[src/rtl/uart_sample_deframer.sv]
// Packet deframer: SYNC, LEN, LEN x 16-bit little-endian samples, XOR checksum.
// Emits samples as they complete and a status pulse at packet end or abort.
module uart_sample_deframer #(
  parameter logic [7:0]  SYNC_BYTE      = 8'hA5,
  parameter int unsigned MAX_LEN        = 32,
  parameter int unsigned TIMEOUT_CYCLES = 40000
) (
  input  logic        CLK,
  input  logic        RST,
  input  logic [7:0]  RX_DATA,
  input  logic        RX_VLD,
  input  logic        RX_FERR,
  output logic [15:0] SAMPLE,
  output logic        SAMPLE_VLD,
  output logic [4:0]  SAMPLE_IDX,
  output logic        PKT_DONE,
  output logic [2:0]  ERR_CODE,
  output logic [15:0] PKT_CNT,
  output logic [7:0]  ERR_CNT
);

  localparam int unsigned TW = $clog2(TIMEOUT_CYCLES + 1);

  typedef enum logic [2:0] {IDLE, LEN, LO, HI, CHK} state_t;

  state_t          state, state_n;
  logic [7:0]      len_r, lo_r, chk_r;
  logic [4:0]      scnt;
  logic [TW-1:0]   tmo;
  logic            byte_ok, tmo_hit, len_ok, last_smp;
  logic            emit, done_n;
  logic [2:0]      err_n;

  // A frame error in the same cycle as RX_VLD discards the byte.
  assign byte_ok  = RX_VLD & ~RX_FERR;
  assign tmo_hit  = (state != IDLE) && !RX_VLD && !RX_FERR &&
                    (tmo == TW'(TIMEOUT_CYCLES - 1));
  assign len_ok   = (RX_DATA != 8'd0) && (RX_DATA <= 8'(MAX_LEN));
  assign last_smp = ({3'b000, scnt} + 8'd1) == len_r;

  always_ff @(posedge CLK) begin
    if (RST) state <= IDLE;
    else     state <= state_n;
  end

  always_comb begin
    state_n = state;
    unique case (state)
      IDLE: if (byte_ok && RX_DATA == SYNC_BYTE) state_n = LEN;
      LEN:  if (byte_ok) state_n = len_ok ? LO : IDLE;
      LO:   if (byte_ok) state_n = HI;
      HI:   if (byte_ok) state_n = last_smp ? CHK : LO;
      CHK:  if (byte_ok) state_n = IDLE;
      default: state_n = IDLE;
    endcase
    if (state != IDLE && (RX_FERR || tmo_hit)) state_n = IDLE;
  end

  always_comb begin
    emit   = (state == HI) && byte_ok;
    done_n = 1'b0;
    err_n  = '0;
    if (state != IDLE && RX_FERR) begin
      done_n = 1'b1;
      err_n  = 3'd3;
    end else if (tmo_hit) begin
      done_n = 1'b1;
      err_n  = 3'd4;
    end else if (byte_ok && state == LEN && !len_ok) begin
      done_n = 1'b1;
      err_n  = 3'd2;
    end else if (byte_ok && state == CHK) begin
      done_n = 1'b1;
      err_n  = (RX_DATA == chk_r) ? 3'd0 : 3'd1;
    end
  end

  always_ff @(posedge CLK) begin
    if (RST) begin
      SAMPLE     <= '0;
      SAMPLE_VLD <= 1'b0;
      SAMPLE_IDX <= '0;
      PKT_DONE   <= 1'b0;
      ERR_CODE   <= '0;
      PKT_CNT    <= '0;
      ERR_CNT    <= '0;
      len_r      <= '0;
      lo_r       <= '0;
      chk_r      <= '0;
      scnt       <= '0;
      tmo        <= '0;
    end else begin
      SAMPLE_VLD <= emit;
      PKT_DONE   <= done_n;
      if (emit) begin
        SAMPLE     <= {RX_DATA, lo_r};
        SAMPLE_IDX <= scnt;
        scnt       <= scnt + 5'd1;
      end
      if (done_n) begin
        ERR_CODE <= err_n;
        if (err_n == 3'd0)          PKT_CNT <= PKT_CNT + 16'd1;
        else if (ERR_CNT != 8'hFF)  ERR_CNT <= ERR_CNT + 8'd1;
      end
      if (byte_ok) begin
        unique case (state)
          IDLE: scnt <= '0;
          LEN: begin
            len_r <= RX_DATA;
            chk_r <= RX_DATA;
          end
          LO: begin
            lo_r  <= RX_DATA;
            chk_r <= chk_r ^ RX_DATA;
          end
          HI:      chk_r <= chk_r ^ RX_DATA;
          default: ;
        endcase
      end
      if (state == IDLE || state_n == IDLE || byte_ok) tmo <= '0;
      else                                             tmo <= tmo + 1'b1;
    end
  end

endmodule

[config.mk]
export PLATFORM = sky130hd
export DESIGN_NAME = uart_sample_deframer
export DESIGN_NICKNAME = d
export VERILOG_FILES = /design/src/rtl/uart_sample_deframer.sv
export SDC_FILE = /design/constraint.sdc
export NUM_CORES = 1
export LEC_CHECK = 0
export BUFFER_PORTS_ARGS = -buffer_cell sky130_fd_sc_hd__buf_4
export CAP_MARGIN = 10
export CORE_UTILIZATION = 51
export CTS_CLUSTER_SIZE = 40
export DETAILED_ROUTE_END_ITERATION = 10
export GPL_ROUTABILITY_DRIVEN = 0
export PLACE_DENSITY = 0.72
export SLEW_MARGIN = 25
export SYNTH_ARGS = -nofsm -noshare
export SYNTH_HDL_FRONTEND = slang
export SYNTH_SLANG_ARGS = --single-unit
[constraint.sdc]
create_clock -name CLK -period 2 [get_ports CLK]
set_clock_uncertainty 0.05 [all_clocks]
set_input_delay 0.2 -clock CLK [delete_from_list [all_inputs] [get_ports CLK]]
set_output_delay 0.2 -clock CLK [all_outputs]
set_load 0.02 [all_outputs]
==> results.sh, run 1 <==
export IMPL_ff2ff_setup_slack_ns=-0.07
export IMPL_dieArea_um2=8891
export IMPL_crit_end="ERR_CNT[4]$_SDFFE_PP0P_"
export IMPL_fin_ws_ns=-0.06523
export IMPL_grt_pass1_vias=3467
export IMPL_p_sw_mw=0.7963
export IMPL_cts_clk_slew_worst_paths_ns=0.10
export IMPL_crit_type="reg2reg"
export IMPL_fin_cells=717
export IMPL_outcome="complete, but fails checks"
export IMPL_ff2ff_path_depth=7
export IMPL_gr_total_overflow=0
export IMPL_nets=623
export IMPL_min_period_ns=2.065
export IMPL_rows=33
export IMPL_mostFrequentLayoutCells="buf_4 (106), dfxtp_1 (95), nand2_1 (84)"
export IMPL_async_flop_share_pct=0
export IMPL_cts_hold_buf=0
export IMPL_fmax_mhz=484.2
export IMPL_r2r_start="state[0]$_SDFF_PP0_"
export IMPL_antenna_found_initial=0
export IMPL_worstMarginPinSlew_ns=0.5017
export IMPL_synth_adder_area_share_pct=1.152
export IMPL_grt_util_all_layers_pct=22.69
export IMPL_p_leak_nw=2.160
export IMPL_end_kind="flip-flop"
export IMPL_drive_above_1_share_pct=25.65
export IMPL_fin_setup_tns_ns=-0.1559
export IMPL_viasPerCell=5.269
export IMPL_holdPathStages=3
export IMPL_violations="negative setup slack"
export IMPL_arrival_ns=2.30
export IMPL_cts_num_sinks=98
export IMPL_p_per_area_nw_per_um2=595.0
export IMPL_cap_violations=0
export IMPL_hp_class="in2reg"
export IMPL_ys_seq_elements=98
export IMPL_startpoint="state[0]$_SDFF_PP0_"
export IMPL_clock_latency_ns=0.35
export IMPL_synth_edf_count=0
export IMPL_wl_per_cell_um=13.81
export IMPL_ys_flop_type="dfxtp_1"
export IMPL_antennaDiodeCount=0
export IMPL_synthMuxAreaShare_pct=2.823
export IMPL_dr_total_vias=3778
export IMPL_drc=0
export IMPL_io_pin_count=62
export IMPL_r2r_end="ERR_CNT[4]$_SDFFE_PP0P_"
export IMPL_synthToLayoutAreaGrowth_pct=26.18
export IMPL_start_util_pct=52.87
export IMPL_ir_drop_uv=410.7
export IMPL_grt_max_degree=48
export IMPL_cts_tree="built"
export IMPL_combPwrFrac_pct=3.9
export IMPL_fin_util_pct=66.71
export IMPL_whs_ns=0.06604
export IMPL_syn_area_um2=4344
export IMPL_synth_compound_area_share_pct=9.361
export IMPL_drtAntennaViolNets=0
export IMPL_die_width_um=94.29
export IMPL_syn_instance_count=512
export IMPL_synth_top_family_by_area="simple AND/OR/NAND/NOR gates"
export IMPL_crit_fanout=7
export IMPL_yosysWarningCount=0
export IMPL_p_int_mw=2.465
export IMPL_start_kind="flip-flop"
export IMPL_rsz0062_at_grt="yes"
export IMPL_required_ns=2.24
export IMPL_clock_root_buffer="clkbuf_8"
export IMPL_setup_viol=4
export IMPL_htreeDepth=3
export IMPL_portBuffers=61
export IMPL_ys_seq_area_share_pct=45.16
export IMPL_drtIter0Drc=207
export IMPL_routed_wl_mm=9.903
export IMPL_drt_pass1_iter_count=4
export IMPL_syn_nets=528
export IMPL_core_area_um2=8217
export IMPL_power_mw=3.262
export IMPL_final_common_cell="buf_4"
export IMPL_fp_dieH_um=94.29
export IMPL_fillers=707
export IMPL_synthXorXnorAreaFrac_pct=10.89
export IMPL_clockBufferDepth=2
export IMPL_grt_pass1_wl_mm=15.99
export IMPL_yosysUniqueCellTypes=48
export IMPL_maxSlewViolCount=0
export IMPL_pwr_share_seq_pct=59.8
export IMPL_final_hold_violation_count=0
export IMPL_p_sw_share_pct=24.41
export IMPL_dpl_cell_count=697
export IMPL_avgSynthCellArea_um2=8.485
export IMPL_synthSimpleGateAreaFrac_pct=27.30
export IMPL_numCtsBuffers=9
export IMPL_post_route_period_util_pct=103.3
export IMPL_slew_headroom_pct=66.49
export IMPL_hpwl_mm=6.895
export IMPL_clkPwrFrac_pct=36.4
sequential cells by signal (all words and copies together), names as in the netlist, 3 cells and up:
signal / flops
PKT_CNT: 16
SAMPLE: 16
tmo: 16
ERR_CNT: 8
chk_r: 8
len_r: 8
lo_r: 8
SAMPLE_IDX: 5
scnt: 5
ERR_CODE: 3
state: 3
power groups by stage:
stage | clock network, mW | logic, mW | registers [mW]
5_1_grt | 1.30 | 0.135 | 1.95
3_5_place_dp | 0 | 0.122 | 2.00
3_3_place_gp | 0 | 0.120 | 2.00
4_1_cts | 1.21 | 0.123 | 1.95
2_1_floorplan | 0 | 0.0562 | 2.00
6_report | 1.19 | 0.126 | 1.95
how the worst min path moves through the flow:
stage,startpoint,end,slack [ns]
6_report,RX_DATA[1],SAMPLE[9]$_SDFFE_PP0P_,0.07
5_1_grt,RX_DATA[1],SAMPLE[9]$_SDFFE_PP0P_,0.06
4_1_cts,RX_DATA[1],SAMPLE[9]$_SDFFE_PP0P_,0.06
3_5_place_dp,SAMPLE[2]$_SDFFE_PP0P_,SAMPLE[2]$_SDFFE_PP0P_,0.40
3_3_place_gp,SAMPLE_IDX[0]$_SDFFE_PP0P_,SAMPLE_IDX[0]$_SDFFE_PP0P_,0.39
2_1_floorplan,RX_DATA[2],SAMPLE[10]$_SDFFE_PP0P_,0.29
critical path, stage by stage (launching register included):
cell and delay (ns):
dfxtp_2 0.35, nand3b_1 0.13, or3_4 0.42, nor3_4 0.27
o41ai_4 0.12, buf_6 0.15, or3_4 0.37, a21oi_2 0.15
cells by family after synthesis:
group | after synthesis
buf+inv | 32
fa+ha+maj | 4
simple gates | 248
mux | 12
xor+xnor | 54
flops | 98
compound gates | 64
what timing repair did:
item	CTS	global route
buffers inserted	0	3
cloned	1	0
gates resized for setup	3	25
setup endpoints to repair	4	36
pin swaps	3	12
metal layers:
| metal | vias up | part of all wire, % | global-route usage (%) |
|---|---|---|---|
| li1 | 1920 | - | - |
| met3 | 14 | 2.9 | 3.964 |
| met5 | - | 0 | 0 |
| met1 | 1777 | 46 | 29.76 |
| met4 | 0 | 1.3 | 7.308 |
| met2 | 67 | 50 | 37.50 |
per-stage QoR:
stage	instance area (µm²)	worst slack [ns]
6_report	5482	-0.06523
2_1_floorplan	4344	0.01424
3_5_place_dp	5159	-0.07642
4_1_cts	5355	0.01049
3_3_place_gp	5159	-0.08323
5_1_grt	5482	-0.1131
cell type report:
type	count	area [µm²]	share of cell area, %
Sequential cell	98	1966	35.86
Tap cell	105	131.4	2.397
Multi-Input combinational cell	382	2344	42.75
Timing Repair Buffer	109	838.3	15.29
Clock buffer	10	127.6	2.328
Inverter	7	26.28	0.4793
Clock inverter	6	48.80	0.8902
synthesized netlist by cell type, types with 7 or more instances:
master	count	area share, %
nor2_1	68	5.9
xor2_1	26	5.2
dfxtp_1	98	45
inv_1	7	0.60
xnor2_1	28	5.6
mux2i_1	10	2.3
a21oi_1	38	4.4
or3_1	9	1.3
nor3_1	11	1.3
nand2_1	84	7.3
o21ai_0	7	0.81
and3_1	7	1.0
clkbuf_1	18	1.6
nand3_1	26	3.0
nand4_1	11	1.6
nor2b_1	7	1.0
Note: power is estimated with default switching activity, not from simulation.
==> run 2: changes to the inputs <==
- CAP_MARGIN: 10 -> 20
- CORE_UTILIZATION: 51 -> 53
- CTS_BUF_LIST: not set -> sky130_fd_sc_hd__clkbuf_4 sky130_fd_sc_hd__clkbuf_8
- PLACE_DENSITY: 0.72 -> 0.75
==> run 2 against run 1 <==
  * The run still ends with negative setup slack left
  * Non-clock buffer count rose by 1
  * Critical path type unchanged
  * Sequential power about the same
  * Die area down 3.7%
  * Worst hold slack worse by 0.0048 ns
  * Cell count down 0.28%
  * First-iteration DRC count fell by 17%
  * Design area up 2.1%
  * Critical path depth increased by 1
  * Largest power group unchanged
  * Clock power is 20% higher
==> results.sh, run 2 (synthesis results as in run 1) <==
export IMPL_dieArea_um2=8563
export IMPL_nets=624
export IMPL_busiest_layer="met2"
export IMPL_maxSlewViolCount=0
export IMPL_outcome="complete, but fails checks"
export IMPL_drc=0
export IMPL_die_width_um=92.54
export IMPL_path_cells="xor2_1 -> nor4_2 -> buf_4 -> buf_6 -> nand3_4 -> buf_8 -> or3_4 -> a21oi_2"
export IMPL_ir_drop_uv=412.6
export IMPL_required_ns=2.25
export IMPL_grt_util_met1_pct=30.27
export IMPL_p_per_area_nw_per_um2=626.1
export IMPL_viasPerCell=5.394
export IMPL_pre_cts_slack_ns=-0.09391
export IMPL_final_cell_area_um2=5597
export IMPL_drtIter0Drc=172
export IMPL_ff2ff_path_depth=8
export IMPL_fin_setup_tns_ns=-0.00009326
export IMPL_cts_tree="built"
export IMPL_grt_util_all_layers_pct=24.95
export IMPL_worstMarginPinSlew_ns=0.6117
export IMPL_detailed_place_area_um2=5167
export IMPL_wl_per_cell_um=14.52
export IMPL_met3_usage_pct=4.023
export IMPL_rows=32
export IMPL_cp_slowest_stage_delay_ns=0.36
export IMPL_top_regs="PKT_CNT: 16 flops, SAMPLE: 16 flops, tmo: 16 flops"
export IMPL_numCtsBuffers=9
export IMPL_final_common_cell="buf_4"
export IMPL_grt_pass1_wl_mm=16.94
export IMPL_cts_hold_buf=0
export IMPL_synthToLayoutAreaGrowth_pct=28.83
export IMPL_p_leak_nw=2.317
export IMPL_drtAntennaViolNets=0
export IMPL_post_route_period_util_pct=100.0
export IMPL_clockBufferDepth=2
export IMPL_hpwl_mm=7.035
export IMPL_end_kind="flip-flop"
export IMPL_dr_total_vias=3857
export IMPL_routed_wl_mm=10.38
export IMPL_fp_dieH_um=92.54
export IMPL_htreeDepth=3
export IMPL_crit_fanout=6
export IMPL_hp_class="in2reg"
export IMPL_fin_ws_ns=-0.00009326
export IMPL_met2_usage_pct=43.27
export IMPL_fin_util_pct=71.68
export IMPL_mostFrequentLayoutCells="buf_4 (103), dfxtp_1 (97), nand2_1 (84)"
export IMPL_start_util_pct=55.64
export IMPL_grt_max_degree=58
export IMPL_start_kind="flip-flop"
export IMPL_cts_num_sinks=98
export IMPL_rsz0062_at_grt="yes"
export IMPL_gr_total_overflow=0
export IMPL_grt_pass1_vias=3721
export IMPL_final_hold_violation_count=0
export IMPL_arrival_ns=2.25
export IMPL_power_mw=3.504
export IMPL_antenna_found_initial=0
export IMPL_crit_slowest_cell="or3_4"
export IMPL_cap_violations=0
export IMPL_setup_viol=1
export IMPL_io_pin_count=62
export IMPL_crit_type="reg2reg"
export IMPL_clock_latency_ns=0.37
export IMPL_holdPathStages=3
export IMPL_portBuffers=61
export IMPL_clock_root_buffer="clkbuf_8"
export IMPL_cts_clk_slew_worst_paths_ns=0.10
export IMPL_drt_pass1_iter_count=4
export IMPL_drive_above_1_share_pct=25.12
export IMPL_slew_headroom_pct=59.10
export IMPL_core_area_um2=7807
export IMPL_violations="negative setup slack"
export IMPL_min_period_ns=2.000
export IMPL_fmax_mhz=500.0
export IMPL_antennaDiodeCount=0
-- run 2: cell type report --
class	instances	area [µm²]
sequential	98	1963
clock buffer	9	123.9
fill	600	2211
inverter	7	26.28
multi-input combinational	382	2386
clock inverter	7	102.6
timing repair buffer	110	867.1
tap	102	127.6
-- run 2: critical path, delay by kind of cell (launching register included) --
family,cells,cell delay (ns)
AOI/OAI and AO/OA,1,0.12
xor gates and xnor gates,1,0.16
buffers and inverters,3,0.46
DFF,1,0.33
and+or+nand+nor,3,0.81
-- run 2: what timing repair did --
action,in CTS,in global routing
hold endpoints to repair,0,0
gates resized for setup,7,26
pin swaps,2,15
buffers inserted,2,1
gates cloned,2,0
endpoints found under the setup margin,15,40
-- run 2: path summary, 6_finish.rpt --
check	start	slack, ns	to
worst min-delay path	RX_DATA[1]	0.06	SAMPLE[9]$_SDFFE_PP0P_
worst max-delay path	chk_r[7]$_SDFFE_PP0P_	-0.00009	PKT_CNT[11]$_SDFFE_PP0P_
worst min register to register	lo_r[0]$_SDFFE_PP0P_	0.41	SAMPLE[0]$_SDFFE_PP0P_
worst max register to register	chk_r[7]$_SDFFE_PP0P_	-0.00009	PKT_CNT[11]$_SDFFE_PP0P_
-- run 2: power breakdown --
group          switching, mW  internal, mW
combinational         0.0769        0.0494
clock                  0.713         0.715
sequential          0.000100          1.95
total                  0.790          2.71
-- run 2: through the flow --
step,hold slack [ns],cells
6_report,0.06122,715
5_1_grt,0.07813,715
4_1_cts,0.04877,714
3_5_place_dp,0.3979,694
3_3_place_gp,0.3949,694
2_1_floorplan,0.2860,512
-- run 2: metal layers --
layer,routed length [µm],part of all wire [%]
met1,4467,43
met2,5312,51
met3,363,3.5
met4,236,2.3
met5,0,0
==> run 3: changes to the inputs <==
- CORE_MARGIN: not set -> 5
==> run 3 against run 2 <==
  * The run still ends with negative setup slack left
  * Fmax is essentially flat
  * First-iteration DRC count rose by 17%
  * Combinational power about the same
  * Critical endpoint is now ERR_CNT[1]$_SDFFE_PP0P_
==> results.sh, run 3 (synthesis results as in run 1) <==
export IMPL_outcome="complete, but fails checks"
export IMPL_violations="negative setup slack"
export IMPL_dieArea_um2=10110
export IMPL_p_per_area_nw_per_um2=587.4
export IMPL_final_cell_area_um2=5558
export IMPL_portBuffers=61
export IMPL_arrival_ns=2.20
export IMPL_detailed_place_area_um2=5144
export IMPL_htreeDepth=3
export IMPL_nets=621
export IMPL_synthToLayoutAreaGrowth_pct=27.94
export IMPL_worstMarginPinSlew_ns=0.5956
export IMPL_fmax_mhz=499.5
export IMPL_io_pin_count=62
export IMPL_crit_fanout=7
export IMPL_p_int_mw=2.477
export IMPL_core_area_um2=8093
export IMPL_clock_latency_ns=0.36
export IMPL_p_sw_share_pct=24.12
export IMPL_routed_wl_mm=10.07
export IMPL_cts_clk_slew_worst_paths_ns=0.10
export IMPL_top_regs="PKT_CNT: 16 flops, SAMPLE: 16 flops, tmo: 16 flops"
export IMPL_viasPerCell=5.362
export IMPL_grt_max_degree=57
export IMPL_grt_pass1_vias=3633
export IMPL_final_common_cell="buf_4"
export IMPL_fin_cells=715
export IMPL_cts_num_sinks=98
export IMPL_maxSlewViolCount=0
export IMPL_clock_root_buffer="clkbuf_8"
export IMPL_clockBufferDepth=2
export IMPL_gr_total_overflow=0
export IMPL_setup_viol=1
export IMPL_ff2ff_setup_slack_ns=-0.002
export IMPL_fp_dieH_um=100.5
export IMPL_die_width_um=100.5
export IMPL_cap_violations=0
export IMPL_p_leak_nw=2.287
export IMPL_wl_per_cell_um=14.08
export IMPL_pwr_share_seq_pct=59.7
export IMPL_dpl_cell_count=695
export IMPL_min_period_ns=2.002
export IMPL_crit_type="reg2reg"
export IMPL_drtIter0Drc=201
export IMPL_end_kind="flip-flop"
export IMPL_drc=0
export IMPL_start_kind="flip-flop"
export IMPL_mostFrequentLayoutCells="buf_4 (101), dfxtp_1 (97), nand2_1 (84)"
export IMPL_numCtsBuffers=9
export IMPL_combPwrFrac_pct=3.8
export IMPL_slew_headroom_pct=60.18
export IMPL_rsz0062_at_grt="yes"
export IMPL_grt_util_all_layers_pct=19.64
export IMPL_antenna_found_initial=0
export IMPL_ir_drop_uv=304.0
export IMPL_p_sw_mw=0.7876
export IMPL_cts_tree="built"
export IMPL_drt_pass1_iter_count=4
export IMPL_required_ns=2.20
export IMPL_hpwl_mm=7.083
export IMPL_clkPwrFrac_pct=36.5
export IMPL_drtAntennaViolNets=0
export IMPL_post_route_period_util_pct=100.1
export IMPL_rows=33
export IMPL_grt_pass1_wl_mm=16.24
export IMPL_antennaDiodeCount=0
export IMPL_start_util_pct=53.68
export IMPL_dr_total_vias=3834
export IMPL_drive_above_1_share_pct=25.57
export IMPL_fin_ws_ns=-0.001953
export IMPL_final_hold_violation_count=0
export IMPL_hp_class="in2reg"
## run 3: changes by cell type in the layout (fill, tap and decap cells not counted), sizes merged
cell,delta
bufinv,-2
buf,-3
inv,+1
clkinv,-1
clkinvlp,+1
clkbuf,+1
## run 3: layout make-up
| class | instances | area, µm² |
|---|---|---|
| clock buffers | 10 | 131.4 |
| clock inverters | 6 | 50.05 |
| fillers | 655 | 2535 |
| inverters | 7 | 26.28 |
| multi-input cells | 382 | 2417 |
| flip-flops and latches | 98 | 1963 |
| well taps | 105 | 131.4 |
| repair buffers | 107 | 838.3 |
## run 3: final timing paths
path | start | endpoint | depth (start not counted)
max | chk_r[3]$_SDFFE_PP0P_ | ERR_CNT[1]$_SDFFE_PP0P_ | 9
min reg2reg | lo_r[5]$_SDFFE_PP0P_ | SAMPLE[5]$_SDFFE_PP0P_ | 2
min | RX_DATA[1] | SAMPLE[9]$_SDFFE_PP0P_ | 3
max reg2reg | chk_r[3]$_SDFFE_PP0P_ | ERR_CNT[1]$_SDFFE_PP0P_ | 9
## run 3: power groups by stage
stage | clock network (mW) | registers (mW) | logic, mW
after floorplan | 0 | 2.00 | 0.0562
after global placement | 0 | 2.00 | 0.117
after detailed placement | 0 | 2.00 | 0.117
after CTS | 1.22 | 1.95 | 0.119
after global routing | 1.30 | 1.95 | 0.132
final | 1.19 | 1.95 | 0.123
## run 3: metal layers
| metal | vias to the layer above | routed length [µm] | GRT usage [%] |
|---|---|---|---|
| met5 | - | 0 | 0 |
| met4 | 0 | 198 | 8.290 |
| met3 | 20 | 359 | 3.460 |
| met2 | 73 | 5141 | 34.91 |
| met1 | 1818 | 4366 | 23.19 |
| li1 | 1923 | - | - |
## run 3: what timing repair did
item,in CTS,in global routing
setup buffers,2,0
resized for setup,8,39
hold buffers,0,0
endpoints found under the setup margin,12,39
cloned,2,0
pin swaps,2,18
## run 3: critical path, cell delays in order (launching register included)
cell and delay, ns:
dfxtp_2 0.35, xor2_2 0.14, nor4_2 0.33, buf_4 0.18
buf_6 0.09, a21boi_4 0.05, o41ai_4 0.27, buf_6 0.19
mux2i_2 0.20, nor2_1 0.05
## run 3: per-stage QoR
stage | setup WS [ns] | hold slack [ns] | setup TNS, ns | power (mW) | utilization, %
3_5_place_dp | -0.07838 | 0.4008 | -0.4278 | 2.112 | 63.56
6_report | -0.001953 | 0.05139 | -0.001953 | 3.265 | 68.68
2_1_floorplan | 0.01424 | 0.2860 | 0 | 2.052 | -
3_3_place_gp | -0.04707 | 0.3947 | -0.1543 | 2.112 | 63.56
4_1_cts | -0.005084 | 0.03875 | -0.005084 | 3.284 | 66.56
5_1_grt | -0.1098 | 0.03877 | -0.6581 | 3.377 | 68.68
